$ cat src/rtl/instr_dispatch_fsm_pkg.sv
// Shared encodings for the instruction dispatcher: FSM state codes, opCode ranges
// and the bit positions of the instruction word fields.
package instr_dispatch_fsm_pkg;

  localparam logic [2:0] ST_IDLE   = 3'd0;
  localparam logic [2:0] ST_DECODE = 3'd1;
  localparam logic [2:0] ST_ISSUE  = 3'd2;
  localparam logic [2:0] ST_WAIT   = 3'd3;
  localparam logic [2:0] ST_HALTED = 3'd4;
  localparam logic [2:0] ST_ERROR  = 3'd5;

  localparam logic [3:0] OPC_ALUI_MAX = 4'd7;
  localparam logic [3:0] OPC_ALU_MAX  = 4'd14;
  localparam logic [3:0] OPC_HALT     = 4'd15;

  localparam int OPC_MSB = 15;
  localparam int OPC_LSB = 12;
  localparam int RI_MSB  = 11;
  localparam int RI_LSB  = 6;
  localparam int NUM_MSB = 5;
  localparam int NUM_LSB = 0;

endpackage

$ cat src/rtl/instr_dispatch_fsm.sv
// Issue side of the execution-FSM start/done handshake: accepts an instruction word,
// pulses the start of the immediate-ALU or register-ALU FSM and retires on its done.
module instr_dispatch_fsm
  import instr_dispatch_fsm_pkg::*;
#(
  parameter int TIMEOUT = 64,
  parameter int TO_W    = 7,
  parameter int CNT_W   = 16
) (
  input  logic             clk,
  input  logic             reset,
  input  logic [15:0]      instr,
  input  logic             instr_valid,
  output logic             instr_ready,
  output logic [3:0]       opCode,
  output logic [5:0]       Ri,
  output logic [5:0]       num,
  output logic             alui_start,
  output logic             alu_start,
  input  logic             alui_done,
  input  logic             alu_done,
  input  logic             resume,
  input  logic             clear_err,
  output logic             busy,
  output logic             halted,
  output logic             err_timeout,
  output logic [CNT_W-1:0] retire_cnt
);

  logic [2:0]       state_q, state_d;
  logic [3:0]       opcode_q, opcode_d;
  logic [5:0]       ri_q, ri_d;
  logic [5:0]       num_q, num_d;
  logic             use_alu_q, use_alu_d;
  logic             alui_start_q, alui_start_d;
  logic             alu_start_q, alu_start_d;
  logic [TO_W-1:0]  to_cnt_q, to_cnt_d;
  logic             err_q, err_d;
  logic [CNT_W-1:0] retire_q, retire_d;
  logic             sel_done;

  // Only the unit that was actually started may complete the instruction.
  assign sel_done = use_alu_q ? alu_done : alui_done;

  always_comb begin
    // NOTE: every always_comb target gets a default first so no latch is inferred.
    state_d      = state_q;
    opcode_d     = opcode_q;
    ri_d         = ri_q;
    num_d        = num_q;
    use_alu_d    = use_alu_q;
    alui_start_d = 1'b0;
    alu_start_d  = 1'b0;
    to_cnt_d     = to_cnt_q;
    err_d        = err_q;
    retire_d     = retire_q;

    case (state_q)
      ST_IDLE: begin
        if (instr_valid) begin
          opcode_d = instr[OPC_MSB:OPC_LSB];
          ri_d     = instr[RI_MSB:RI_LSB];
          num_d    = instr[NUM_MSB:NUM_LSB];
          state_d  = ST_DECODE;
        end
      end
      ST_DECODE: begin
        if (opcode_q <= OPC_ALU_MAX) begin
          use_alu_d    = (opcode_q > OPC_ALUI_MAX);
          alui_start_d = (opcode_q <= OPC_ALUI_MAX);
          alu_start_d  = (opcode_q > OPC_ALUI_MAX);
          state_d      = ST_ISSUE;
        end else begin
          // HALT has no execution unit; it retires on entry to HALTED.
          retire_d = retire_q + CNT_W'(1);
          state_d  = ST_HALTED;
        end
      end
      ST_ISSUE: begin
        to_cnt_d = '0;
        state_d  = ST_WAIT;
      end
      ST_WAIT: begin
        if (sel_done) begin
          retire_d = retire_q + CNT_W'(1);
          state_d  = ST_IDLE;
        end else if (to_cnt_q == TO_W'(TIMEOUT - 1)) begin
          err_d   = 1'b1;
          state_d = ST_ERROR;
        end else begin
          to_cnt_d = to_cnt_q + TO_W'(1);
        end
      end
      ST_HALTED: begin
        if (resume) state_d = ST_IDLE;
      end
      ST_ERROR: begin
        if (clear_err) begin
          err_d   = 1'b0;
          state_d = ST_IDLE;
        end
      end
      default: state_d = ST_IDLE;
    endcase
  end

  // NOTE: sequential state is updated only with non-blocking assignments.
  always_ff @(posedge clk or negedge reset) begin
    if (!reset) begin
      state_q      <= ST_IDLE;
      opcode_q     <= '0;
      ri_q         <= '0;
      num_q        <= '0;
      use_alu_q    <= 1'b0;
      alui_start_q <= 1'b0;
      alu_start_q  <= 1'b0;
      to_cnt_q     <= '0;
      err_q        <= 1'b0;
      retire_q     <= '0;
    end else begin
      state_q      <= state_d;
      opcode_q     <= opcode_d;
      ri_q         <= ri_d;
      num_q        <= num_d;
      use_alu_q    <= use_alu_d;
      alui_start_q <= alui_start_d;
      alu_start_q  <= alu_start_d;
      to_cnt_q     <= to_cnt_d;
      err_q        <= err_d;
      retire_q     <= retire_d;
    end
  end

  assign instr_ready = (state_q == ST_IDLE);
  assign busy        = (state_q != ST_IDLE);
  assign halted      = (state_q == ST_HALTED);
  assign opCode      = opcode_q;
  assign Ri          = ri_q;
  assign num         = num_q;
  assign alui_start  = alui_start_q;
  assign alu_start   = alu_start_q;
  assign err_timeout = err_q;
  assign retire_cnt  = retire_q;

endmodule

$ cat config.mk
export PLATFORM = sky130hd
export DESIGN_NAME = instr_dispatch_fsm
export DESIGN_NICKNAME = d
export VERILOG_FILES = /design/src/rtl/instr_dispatch_fsm_pkg.sv /design/src/rtl/instr_dispatch_fsm.sv
export SDC_FILE = /design/constraint.sdc
export NUM_CORES = 1
export LEC_CHECK = 0
export CORE_MARGIN = 4
export CORE_UTILIZATION = 47
export CTS_BUF_LIST = sky130_fd_sc_hd__clkbuf_4 sky130_fd_sc_hd__clkbuf_8 sky130_fd_sc_hd__clkbuf_16
export DETAILED_ROUTE_END_ITERATION = 10
export GPL_TIMING_DRIVEN = 0
export PLACE_DENSITY = 0.84
export SETUP_SLACK_MARGIN = 0.15
export SLEW_MARGIN = 20
export SYNTH_ARGS = -nofsm -noshare
export SYNTH_HDL_FRONTEND = slang
export SYNTH_SLANG_ARGS = --single-unit
$ cat constraint.sdc
create_clock -name clk -period 2.65 [get_ports clk]
set_input_delay 0.3975 -clock clk [delete_from_list [all_inputs] [get_ports clk]]
set_output_delay 0.3975 -clock clk [all_outputs]
set_load 0.02 [all_outputs]
==> flow_summary.yaml <==
die:
  rows: 24
  start_util: 0.4863
  die_height_um: 75.35
  dieWidth_um: 75.35
  dieArea_um2: 5678
  core_area_um2: 4384
  ioPinCount: 61
yosys:
  yosys_most_used_dff: "dfrtp_1"
  synth.yosys.seq_area_share: 0.5399
  synth_edf_count: 0
  synthTopCellsByArea: "dfrtp_1, mux2_2, nand4_1"
  synth.area.mux_share: 0.1092
  synth-xor-area-share: 0.06514
  yosysTopAreaCell: "dfrtp_1"
  yosys-top-cells-count: "dfrtp_1, mux2_2, nand2_1"
  synth_nets: 205
  netlist_area_um2: 2132
  synth_top_family_by_area: "simple AND/OR/NAND/NOR gates"
  synth_top_area_share: 0.5399
  synth_simple_gate_area_share: 0.1772
  yosys.area_share.adder: 0.01174
  synth_compound_area_frac: 0.06808
  async_reset_ff_frac: 1.000
  yosys_warnings: 0
  synth_most_common_cell: "dfrtp_1"
  ys_types: 43
  avgSynthCellArea_um2: 11.84
  yosys_register_bits: 46
  syn_inst: 180
place:
  dp.cells: 293
  hpwl_um: 3301
  gp_congestion: 0.7886
  io_buffers: 60
clocking:
  cts_buffers: 5
  clk_pin_slew_ns: 0.09
  cts.sinks: 46
  cts_tree: "yes"
  cts_root_buf: "clkbuf_8"
  post_cts_buffers: 0
  insertion_delay_ns: 0.29
  cts_resized: 0
  hold_buffers: 0
  cts.htree.levels: 2
  clock_path_buffers: 2
critical_path:
  endpoint_kind: "output port"
  critical_path_class: "flop to output port"
  worstPathArrival_ns: 1.89
  worstSetupStartpointType: "flop"
  cpPeakStageDelay_ns: 0.63
  crit_required_ns: 2.25
  cp_max_fo: 10
  r2r_slack_ns: 0.53
  crit_path_cell_trace: "clkbuf_1 > nor3b_1 > clkdlybuf4s50_1"
  slowest_stage: "clkdlybuf4s50_1"
power_and_ir_drop:
  clock_power_share: 0.167
  powerDensity_nw_per_um2: 994.6
  power_frac_comb: 0.463
  p_sw_frac: 0.3561
  ir_drop_mv: 0.6680
  leakage_nw: 1.224
  p_switching_mw: 1.035
  seqPwrFrac: 0.370
  internal_power_mw: 1.872
outcome:
  status: "finished clean"
global_routing:
  grt_pass1_vias: 1668
  grt_pass1_wl_um: 7514
  grt_max_degree: 28
  grt_util_all_layers: 0.1749
  grt_antenna_before_repair: 0
  gr-total-overflow: 0
route:
  ant_nets: 0
  drt_wl_total_um: 4460
  routedWlPerCell_um: 14.82
  firstDrtPassIters: 4
  viasPerCell: 5.309
  drt_iter0_drc: 69
  num_vias: 1598
  drc_errors: 0
sta:
  fin_worst_skew_ns: 0.009647
  hold_ws_ns: 0.04948
  period_share: 0.8638
  slew_headroom: 0.6384
  maxSlewViolCount: 0
  final.min_clock_period_ns: 2.289
  setup_violations: 0
  worst_pin_slew_ns: 0.5391
  fin_setup_tns_ns: 0
  fmax_mhz: 436.9
  rsz0062_at_grt: "no"
  finalHoldViolations: 0
cells_and_area:
  drive_gt1_frac: 0.1446
  area_delta_synth_final_pct: 37.09
  final_cells: 301
  final_nets: 273
  antenna_cells: 0
flow_run:
  drv_cap: 0
worst_hold_path:
  hold_path.class: "primary input to asynchronous set/reset pin"
routing by layer:
metal	routed length [µm]	share of wire	GRT usage	up-vias
met3	213	0.048	0.04354	4
met5	0	0	0	-
met1	1976	0.44	0.2144	768
li1	-	-	-	788
met4	45	0.010	0.05825	0
met2	2224	0.50	0.3020	38
cell usage in the layout, fill, tap and decap left out, drive strengths merged, types with 4 or more instances in the layout:
master         instances
nand2                 13
nor3                   4
nand3                  7
xnor2                  8
xor2                   7
dfrtp                 46
nor2b                  4
and3                   4
nand4                 10
clkdlybuf4s50         59
buf                    6
inv                    4
clkbuf                11
nor2                   6
mux2                  18
power groups by stage:
| stage | combinational, mW | clock, mW | sequential (mW) |
|---|---|---|---|
| floorplan | 0.607 | 0 | 1.27 |
| global placement | 1.33 | 0 | 1.08 |
| detailed placement | 1.35 | 0 | 1.09 |
| CTS | 1.36 | 0.500 | 1.08 |
| global route | 1.46 | 0.533 | 1.11 |
| finish | 1.35 | 0.486 | 1.07 |
final cells by class:
cell class	count	area (µm²)
well taps	52	65.06
inverters	4	15.01
plain buffers	7	46.29
fillers	362	1461
clock buffers	8	110.1
flip-flops and latches	46	1151
multi-input cells	123	919.6
repair buffers	61	615.6
through the flow:
stage | power, mW | instance area, µm² | setup WS (ns) | util
floorplan | 1.877 | 2132 | 0.4038 | -
global placement | 2.404 | 2798 | -0.1020 | 0.6381
detailed placement | 2.443 | 2813 | 0.4838 | 0.6416
CTS | 2.938 | 2923 | 0.3642 | 0.6667
global route | 3.106 | 2923 | 0.2714 | 0.6667
finish | 2.907 | 2923 | 0.3610 | 0.6667
state kept, by name (all words and copies together) (netlist names):
| name | count |
|---|---|
| Ri | 6 |
| alu_start | 1 |
| alui_start | 1 |
| err_timeout | 1 |
| num | 6 |
| opCode | 4 |
| retire_cnt | 16 |
| state_q | 3 |
| to_cnt_q | 7 |
| use_alu_q | 1 |
critical path: cells and delay by family (launching register included):
family	cells	cell delay [ns]
buf+inv	2	0.96
flops	1	0.41
simple gates	1	0.23
worst paths after layout:
kind	start	to	cells after the start
worst min-delay path	reset	Ri[5]	1
worst max register to register	state_q[1]	retire_cnt[9]	6
max in group asynchronous	reset	retire_cnt[5]	2
min in group clk	retire_cnt[15]	retire_cnt[15]	1
worst min register to register	retire_cnt[15]	retire_cnt[15]	1
worst max-delay path	state_q[2]	halted	3
cells by family after synthesis:
family,after synthesis
AND/OR/NAND/NOR,66
flip-flops,46
multiplexers,21
AO/OA/AOI/OAI,19
XOR/XNOR,15
buffers and inverters,11
adder cells (fa/ha/maj),2
No activity file was read; power rests on OpenSTA's default activity.
